[config.mk]
export PLATFORM = sky130hd
export DESIGN_NAME = mem_bus_if_flat
export DESIGN_NICKNAME = d
export VERILOG_FILES = /design/src/rtl/mem_bus_if_if.sv /design/src/rtl/mem_bus_if.sv /design/src/flat_wrapper.sv
export SDC_FILE = /design/constraint.sdc
export NUM_CORES = 1
export LEC_CHECK = 0
export ABC_AREA = 1
export BUFFER_PORTS_ARGS = -buffer_cell sky130_fd_sc_hd__buf_2
export CAP_MARGIN = 25
export CORE_MARGIN = 2
export CORE_UTILIZATION = 30
export DETAILED_ROUTE_END_ITERATION = 8
export GPL_TIMING_DRIVEN = 0
export SETUP_SLACK_MARGIN = 0.02
export SYNTH_ARGS = -nofsm -noshare
export SYNTH_HDL_FRONTEND = slang
export SYNTH_SLANG_ARGS = --single-unit
export TNS_END_PERCENT = 20
[constraint.sdc]
create_clock -name clk -period 4.4 [get_ports clk]
set_input_delay 0 -clock clk [delete_from_list [all_inputs] [get_ports clk]]
set_output_delay 0 -clock clk [all_outputs]
set_load 0.1 [all_outputs]
[src/rtl/mem_bus_if_if.sv]
// External single-beat req/ack bus between the core's memory port and a slave.
// The master drives the request side; the slave answers with ack and read data.
interface mem_bus_if_if #(
    parameter int RV = 32,
    parameter int VA = RV
);
    logic                 bus_req;
    logic                 bus_we;
    logic                 bus_io;
    logic [VA-1:RV/16]    bus_addr;
    logic [RV/8-1:0]      bus_be;
    logic [RV-1:0]        bus_wdata;
    logic                 bus_ack;
    logic [RV-1:0]        bus_rdata;
    logic                 bus_err;

    modport master (
        output bus_req, bus_we, bus_io, bus_addr, bus_be, bus_wdata, bus_err,
        input  bus_ack, bus_rdata
    );

    modport slave (
        input  bus_req, bus_we, bus_io, bus_addr, bus_be, bus_wdata, bus_err,
        output bus_ack, bus_rdata
    );
endinterface

[src/rtl/mem_bus_if.sv]
// Arbitrates held-level store/load/fetch requests onto one req/ack bus, with timeout abort.
// Request-to-done is ack cycle + 1 (minimum 2); requesters hold their level until done.
module mem_bus_if #(
    parameter int RV      = 32,
    parameter int VA      = RV,
    parameter int TIMEOUT = 255
) (
    input  logic              clk,
    input  logic              reset,
    input  logic [VA-1:1]     pc,
    input  logic              ifetch,
    input  logic [VA-1:RV/16] addr,
    input  logic [1:0]        baddr_lo,
    input  logic [1:0]        rstrobe,
    input  logic [RV/8-1:0]   wmask,
    input  logic [RV-1:0]     wdata,
    input  logic              io_access,
    output logic              idone,
    output logic              rdone,
    output logic              wdone,
    output logic [RV-1:0]     rdata,
    output logic [15:0]       insn,
    mem_bus_if_if.master      bus
);
    localparam int LW = RV / 16;
    localparam int CW = (TIMEOUT < 2) ? 1 : $clog2(TIMEOUT);
    localparam logic [CW-1:0] TO_LAST = CW'((TIMEOUT == 0) ? 0 : TIMEOUT - 1);

    localparam logic [1:0] S_IDLE = 2'd0;
    localparam logic [1:0] S_BUS  = 2'd1;
    localparam logic [1:0] S_DONE = 2'd2;

    localparam logic [1:0] K_FETCH = 2'd0;
    localparam logic [1:0] K_LOAD  = 2'd1;
    localparam logic [1:0] K_STORE = 2'd2;

    logic [1:0]          state_q, state_d;
    logic [1:0]          kind_q, kind_d;
    logic                byte_q, byte_d;
    logic [LW-1:0]       bsel_q, bsel_d;
    logic                hsel_q, hsel_d;
    logic [CW-1:0]       cnt_q, cnt_d;
    logic                req_q, req_d;
    logic                we_q, we_d;
    logic                io_q, io_d;
    logic [VA-1:RV/16]   addr_q, addr_d;
    logic [RV/8-1:0]     be_q, be_d;
    logic [RV-1:0]       wdat_q, wdat_d;
    logic                idone_q, idone_d;
    logic                rdone_q, rdone_d;
    logic                wdone_q, wdone_d;
    logic                err_q, err_d;
    logic [RV-1:0]       rdata_q, rdata_d;
    logic [15:0]         insn_q, insn_d;

    logic                finish;
    logic                abort;
    logic [RV-1:0]       lane_sh;
    logic [15:0]         parcel;

    always_comb begin
        lane_sh = bus.bus_rdata >> {bsel_q, 3'b000};
        parcel  = (RV == 32 && hsel_q) ? bus.bus_rdata[RV-1 -: 16] : bus.bus_rdata[15:0];

        state_d = state_q;
        kind_d  = kind_q;
        byte_d  = byte_q;
        bsel_d  = bsel_q;
        hsel_d  = hsel_q;
        cnt_d   = cnt_q;
        req_d   = req_q;
        we_d    = we_q;
        io_d    = io_q;
        addr_d  = addr_q;
        be_d    = be_q;
        wdat_d  = wdat_q;
        idone_d = 1'b0;
        rdone_d = 1'b0;
        wdone_d = 1'b0;
        err_d   = 1'b0;
        rdata_d = rdata_q;
        insn_d  = insn_q;
        finish  = 1'b0;
        abort   = 1'b0;

        case (state_q)
            S_IDLE: begin
                if (|wmask) begin
                    kind_d = K_STORE;
                    we_d   = 1'b1;
                    be_d   = wmask;
                    addr_d = addr;
                    io_d   = io_access;
                    wdat_d = wdata;
                end else if (|rstrobe) begin
                    kind_d = K_LOAD;
                    we_d   = 1'b0;
                    be_d   = '1;
                    addr_d = addr;
                    io_d   = io_access;
                    byte_d = (rstrobe != 2'b11);
                    bsel_d = baddr_lo[LW-1:0];
                end else if (ifetch) begin
                    kind_d = K_FETCH;
                    we_d   = 1'b0;
                    be_d   = '1;
                    addr_d = pc[VA-1:RV/16];
                    io_d   = 1'b0;
                    hsel_d = pc[1];
                end
                if ((|wmask) || (|rstrobe) || ifetch) begin
                    req_d   = 1'b1;
                    cnt_d   = '0;
                    state_d = S_BUS;
                end
            end
            S_BUS: begin
                // An ack landing on the expiry cycle wins over the timeout.
                if (bus.bus_ack) begin
                    finish = 1'b1;
                end else if (TIMEOUT != 0 && cnt_q == TO_LAST) begin
                    finish = 1'b1;
                    abort  = 1'b1;
                end else if (TIMEOUT != 0) begin
                    cnt_d = cnt_q + 1'b1;
                end
                if (finish) begin
                    req_d   = 1'b0;
                    err_d   = abort;
                    state_d = S_DONE;
                    case (kind_q)
                        K_FETCH: begin
                            idone_d = 1'b1;
                            insn_d  = abort ? 16'hFFFF : parcel;
                        end
                        K_LOAD: begin
                            rdone_d = 1'b1;
                            if (abort)       rdata_d = '1;
                            else if (byte_q) rdata_d = {{(RV-8){1'b0}}, lane_sh[7:0]};
                            else             rdata_d = bus.bus_rdata;
                        end
                        default: wdone_d = 1'b1;
                    endcase
                end
            end
            S_DONE:  state_d = S_IDLE;
            default: state_d = S_IDLE;
        endcase
    end

    always_ff @(posedge clk or posedge reset) begin
        if (reset) begin
            state_q <= S_IDLE;
            kind_q  <= K_FETCH;
            byte_q  <= 1'b0;
            bsel_q  <= '0;
            hsel_q  <= 1'b0;
            cnt_q   <= '0;
            req_q   <= 1'b0;
            we_q    <= 1'b0;
            io_q    <= 1'b0;
            addr_q  <= '0;
            be_q    <= '0;
            wdat_q  <= '0;
            idone_q <= 1'b0;
            rdone_q <= 1'b0;
            wdone_q <= 1'b0;
            err_q   <= 1'b0;
            rdata_q <= '0;
            insn_q  <= '0;
        end else begin
            state_q <= state_d;
            kind_q  <= kind_d;
            byte_q  <= byte_d;
            bsel_q  <= bsel_d;
            hsel_q  <= hsel_d;
            cnt_q   <= cnt_d;
            req_q   <= req_d;
            we_q    <= we_d;
            io_q    <= io_d;
            addr_q  <= addr_d;
            be_q    <= be_d;
            wdat_q  <= wdat_d;
            idone_q <= idone_d;
            rdone_q <= rdone_d;
            wdone_q <= wdone_d;
            err_q   <= err_d;
            rdata_q <= rdata_d;
            insn_q  <= insn_d;
        end
    end

    assign bus.bus_req   = req_q;
    assign bus.bus_we    = we_q;
    assign bus.bus_io    = io_q;
    assign bus.bus_addr  = addr_q;
    assign bus.bus_be    = be_q;
    assign bus.bus_wdata = wdat_q;
    assign bus.bus_err   = err_q;
    assign idone         = idone_q;
    assign rdone         = rdone_q;
    assign wdone         = wdone_q;
    assign rdata         = rdata_q;
    assign insn          = insn_q;
endmodule

[src/flat_wrapper.sv]
// flat-port wrapper written by rule: the top's interface ports become plain ports
module mem_bus_if_flat 
#(
    parameter int RV      = 32,
    parameter int VA      = RV,
    parameter int TIMEOUT = 255
)
  (clk, reset, pc, ifetch, addr, baddr_lo, rstrobe, wmask, wdata, io_access, idone, rdone, wdone, rdata, insn, bus_bus_req, bus_bus_we, bus_bus_io, bus_bus_addr, bus_bus_be, bus_bus_wdata, bus_bus_err, bus_bus_ack, bus_bus_rdata);
  mem_bus_if_if #(.RV(RV), .VA(VA)) bus_i ();
  input  logic clk;
  input  logic reset;
  input  logic [VA-1:1] pc;
  input  logic ifetch;
  input  logic [VA-1:RV/16] addr;
  input  logic [1:0] baddr_lo;
  input  logic [1:0] rstrobe;
  input  logic [RV/8-1:0] wmask;
  input  logic [RV-1:0] wdata;
  input  logic io_access;
  output logic idone;
  output logic rdone;
  output logic wdone;
  output logic [RV-1:0] rdata;
  output logic [15:0] insn;
  output wire logic [$bits(bus_i.bus_req)-1:0] bus_bus_req;
  output wire logic [$bits(bus_i.bus_we)-1:0] bus_bus_we;
  output wire logic [$bits(bus_i.bus_io)-1:0] bus_bus_io;
  output wire logic [$bits(bus_i.bus_addr)-1:0] bus_bus_addr;
  output wire logic [$bits(bus_i.bus_be)-1:0] bus_bus_be;
  output wire logic [$bits(bus_i.bus_wdata)-1:0] bus_bus_wdata;
  output wire logic [$bits(bus_i.bus_err)-1:0] bus_bus_err;
  input wire logic [$bits(bus_i.bus_ack)-1:0] bus_bus_ack;
  input wire logic [$bits(bus_i.bus_rdata)-1:0] bus_bus_rdata;
  assign bus_bus_req = bus_i.bus_req;
  assign bus_bus_we = bus_i.bus_we;
  assign bus_bus_io = bus_i.bus_io;
  assign bus_bus_addr = bus_i.bus_addr;
  assign bus_bus_be = bus_i.bus_be;
  assign bus_bus_wdata = bus_i.bus_wdata;
  assign bus_bus_err = bus_i.bus_err;
  assign bus_i.bus_ack = bus_bus_ack;
  assign bus_i.bus_rdata = bus_bus_rdata;
  mem_bus_if #(.RV(RV), .VA(VA), .TIMEOUT(TIMEOUT)) u_core (.clk(clk), .reset(reset), .pc(pc), .ifetch(ifetch), .addr(addr), .baddr_lo(baddr_lo), .rstrobe(rstrobe), .wmask(wmask), .wdata(wdata), .io_access(io_access), .idone(idone), .rdone(rdone), .wdone(wdone), .rdata(rdata), .insn(insn), .bus(bus_i));
endmodule
; ---- After elaboration in Yosys (flattened, before gate mapping)
; Index checks and enable logic that the tools add are counted.
[word_totals]
latch_bits = 0
elab_cells = 92
inputBits = 138
mem_count = 0
reg_bits = 137
mem_bits_ro = 0
out_inout_bits = 121
ramBits = 0
[classes]
eq_ne = 8
bitwise = 2
n_addsub = 1
shifts = 1
muxes = 44
div = 0
n_lt_le_gt_ge = 0
n_reduce_logical = 18
multipliers = 0
[op_table]
columns = cell, n
row1 = $mux W30, 3
row2 = $mux W32, 2
row3 = $mux W16, 2
row4 = $shr A32 B5 Y8, 1
row5 = $mux W8, 3
row6 = $mux W1, 23
row7 = $pmux W8 S2, 1
row8 = $mux W4, 3
row9 = $reduce_and A3 Y1, 4
row10 = $mux W2, 5
row11 = $add A8 B1 Y8 const B, 1
row12 = $eq A8 B8 Y1 const B, 1
row13 = $reduce_and A4 Y1, 2
row14 = $ne A2 B2 Y1 const B, 3
row15 = $reduce_and A2 Y1, 3
row16 = $eq A2 B1 Y1 const B, 2
row17 = $logic_not A2 Y1, 2
row18 = $ne A2 B1 Y1 const B, 2
row19 = $pmux W2 S2, 1
row20 = $reduce_or A2 Y1, 2
row21 = $reduce_or A4 Y1, 1
row22 = $reduce_bool A3 Y1, 1
row23 = $logic_or A1 B1 Y1, 2
row24 = $not A1 Y1, 2
row25 = 2 further kinds, 2

; ---- Logic depth before layout (Yosys ltp)
[depth]
ltp_word = 6
ltp_mapped = 11
mapped_depth_nobuf = 10

; ---- Least setup slack after synthesis
; OpenSTA, ideal clock, no wires.
[synth_timing]
path_kind = register to register
from = register u_core.bus.bus_we (netlist name)
to = register u_core.rdata_q[21] (netlist: u_core.rdata[21])
synth_period_minus_slack_ns = 1.733
path_slack_ns = 2.667
t_arrival_ns = 1.608
setup_time_ns = 0.125
path_buffers = 1
path_stages_with_launch = 6
required_ns = 4.275
cell_sequence = dfrtp_1 -> nor3_1 -> nand2_4 -> buf_2 -> nand2_1 -> o21ai_1
[synth_rtl]
columns = element, line
row1 = to (signal assigned), mem_bus_if.sv:188  ; rdata_q <= rdata_d;
row2 = to (decl), mem_bus_if.sv:53  ; logic [RV-1:0] rdata_q, rdata_d;

; ---- Worst setup path in the final report
[layout_timing]
from = input rstrobe[0]
to = register u_core.hsel_q
[layout_via]
elab_chain_cells = 3
[layout_lines]
columns = element, line
row1 = from (decl), flat_wrapper.sv:16  ; input logic [1:0] rstrobe;
row2 = $reduce_or A2 Y1, mem_bus_if.sv:95  ; end else if (|rstrobe) begin
row3 = $not A1 Y1 (no line), n/a
row4 = $reduce_and A4 Y1 (no line), n/a
row5 = to (signal assigned), mem_bus_if.sv:176  ; hsel_q <= hsel_d;
row6 = to (decl), mem_bus_if.sv:41  ; logic hsel_q, hsel_d;
; No other way between the ends.
; A chain may end at the register's enable or synchronous reset.

==> results.md <==
- Worst-path clk slew: 60 ps
- Critical Path RT: 4760 ps
- Gpl congestion: 0.877
- Initial antenna violation count: 0
- Cts hold-fix bufs: 133
- Antenna fix cells: 0
- RSZ-0062 raised after global routing: no
- Final nets: 1,406
- Total Routed Length: 22,100 µm
- H-tree Lvls: 4
- Fraction of layout cells with a size suffix above 1: 26.3%
- Synth Register Bits: 136
- Overall Global Routing Usage: 19.6%
- Startpoint types: primary input
- Crit path DAT: 3140 ps
- Longest Clk Path Bufs: 2
- Core area: 21,100 µm²
- Initial Util: 30.6%
- Period minus WS final: 2780 ps
- Reg2reg start: u_core.state_q[0]$_DFFE_PP0P_
- GRT overflow: 0
- Mapped Area: 6450 µm²
- Worst setup endpoint: u_core.hsel_q$_DFFE_PP0P_
- Status: finished clean
- CP max FO: 10
- Die height: 151 µm
- I/O pin cnt: 259
- Slew Viols, Final: 0
- Clock Latency Late Sink: 430 ps
- Wire per inst: 14.3 µm
- Crit path from: rstrobe[0]
- Syn_nets: 995
- Terminus of the critical flop-to-flop path: u_core.hsel_q$_DFFE_PP0P_
- Die area: 22,700 µm²
- Die width: 151 µm
- Fin. Hold Viols: 0
- Max Fclk: 0.359 GHz
- Port Buf Inserts: 258
- Most frequent cells in the layout: nand2_1 (452), buf_2 (279), dfrtp_1 (136), dlygate4sd3_1 (133), nor2_1 (73)
- Via density: 4.46
- Post-synth cell types: 28
- Pre-antenna DRT Iters: 6
- Post_cts resized: 0
- Critical path type: primary input to flop
- Cts bufs inserted: 17
- Drt drc: 0
- R2R setup slack: 2010 ps
- Skew final: 14.2 ps
- DRT iter0 DRCs: 239
- Vias in the first global route: 6,903
- DP Wirelength: 15,500 µm
- Root Buffer: clkbuf_16
- Final setup fails: 0
- Syn Inst Count: 855
- CTS tree: yes
- Avg Cell Area, Syn: 7.54 µm²
- Crit share post-route: 63.2%
- Final setup TNS: 0 ps
- First-pass GRT wire length: 34,500 µm
- Post-CTS setup repair buffer count: 0
- Cell depth of the worst flop-to-flop path: 7
- Crit path capture type: flop
- Vias: 6,932
- Measured slew at the worst slew-check pin: 541 ps
- Hold crit path type: primary input to flop
- Max cap viols: 0
- TritonCTS Sinks: 136
- Area growth, synth to finish: 56.4%
- Sequential cell area fraction in the yosys report: 52.8%
- Remaining antenna violation count: 0
- Worst rel slew slack: 63.9%
- Yosys warns: 0
- Commonest non-fill, non-tap cell in the layout: nand2_1
- Floorplan row count: 53
- Largest net degree at the start of global routing: 82
==> worst max-delay path, cell delays in order <==
cell and delay (ps):
dlygate4sd3_1 540, buf_2 130, nor2_1 250, nand3_1 310
clkbuf_1 330, nor2_1 320, nand2_1 80, dlygate4sd3_1 560
o21ai_0 70, dlygate4sd3_1 560
==> synth_stat cells, drive strengths merged <==
master    n  share of area [%]
a21oi    27                2.3
buf      33                3.4
clkbuf   10               0.58
clkinv    2               0.21
dfrtp   136                 53
ha        2               0.39
inv      31                1.8
nand2   456                 27
nand3    29                2.3
nand4     1              0.097
nor2     74                4.3
nor3      2               0.16
nor3b     3               0.35
o211ai    6               0.70
o21ai    41                3.4
o21bai    2               0.23
==> per-layer routing <==
| metal | GRT usage [%] | vias to the layer above | wire length [µm] | share of wire, % |
|---|---|---|---|---|
| met1 | 24.2 | 3192 | 9680 | 44 |
| met2 | 33.6 | 248 | 10600 | 48 |
| met5 | 0 | - | 0 | 0 |
| met4 | 6.26 | 0 | 456 | 2.1 |
| li1 | - | 3457 | - | - |
| met3 | 4.85 | 35 | 1380 | 6.2 |
==> area by class of cell <==
cell class,count,area [µm²]
fill,2078,11000
sequential,136,3400
multi-input combinational,643,2660
timing repair buffer,392,2650
clock buffer,19,443
tap,275,344
buffer,43,259
clock inverter,13,193
inverter,33,135
==> through the flow <==
step / instance area, µm² / std cells / hold WS [ps] / worst slack (ps) / util (%)
finish: 10100 / 1554 / 34.7 / 1620 / 47.8
global route: 10100 / 1554 / 41.1 / 1470 / 47.8
CTS: 10100 / 1554 / 19.4 / 1620 / 47.8
detailed placement: 8120 / 1389 / 100 / 2530 / 38.5
global placement: 8090 / 1388 / 193 / -1010 / 38.3
floorplan: 6450 / 855 / 110 / 761 / -
==> sequential cells by signal, indices dropped and copies added, names as in the netlist, 2 cells and up <==
name and count:
u_core.bsel_q 2, u_core.bus.bus_addr 30, u_core.bus.bus_be 4, u_core.bus.bus_wdata 32, u_core.cnt_q 8, u_core.insn 16
u_core.rdata 32, u_core.state_q 2
==> logic make-up (layout without fill, tap and decap cells) <==
group / count (synthesis) / in the layout / synth area share (%)
AOI/OAI and AO/OA: 76 / 76 / 6.61
DFF: 136 / 136 / 52.8
buffers and inverters: 76 / 500 / 6.03
and+or+nand+nor: 565 / 565 / 34.2
adders and majority gates: 2 / 2 / 0.388
==> how the worst min path moves through the flow <==
stage	endpoint	start	cells past startpoint	slack (ps)
after global placement	u_core.bus.bus_wdata[27]$_DFFE_PP0P_	wdata[27]	3	190
after detailed placement	u_core.bus.bus_wdata[4]$_DFFE_PP0P_	reset	2	100
after floorplan	u_core.bus.bus_wdata[0]$_DFFE_PP0P_	wdata[0]	2	110
after CTS	u_core.insn[12]$_DFFE_PP0P_	bus_bus_rdata[12]	5	20
final	u_core.insn[15]$_DFFE_PP0P_	bus_bus_rdata[15]	5	30
after global routing	u_core.insn[12]$_DFFE_PP0P_	bus_bus_rdata[12]	5	40
Power is not shown: default switching activity piles up to over one toggle a cycle in this logic, so the estimate is an artifact.
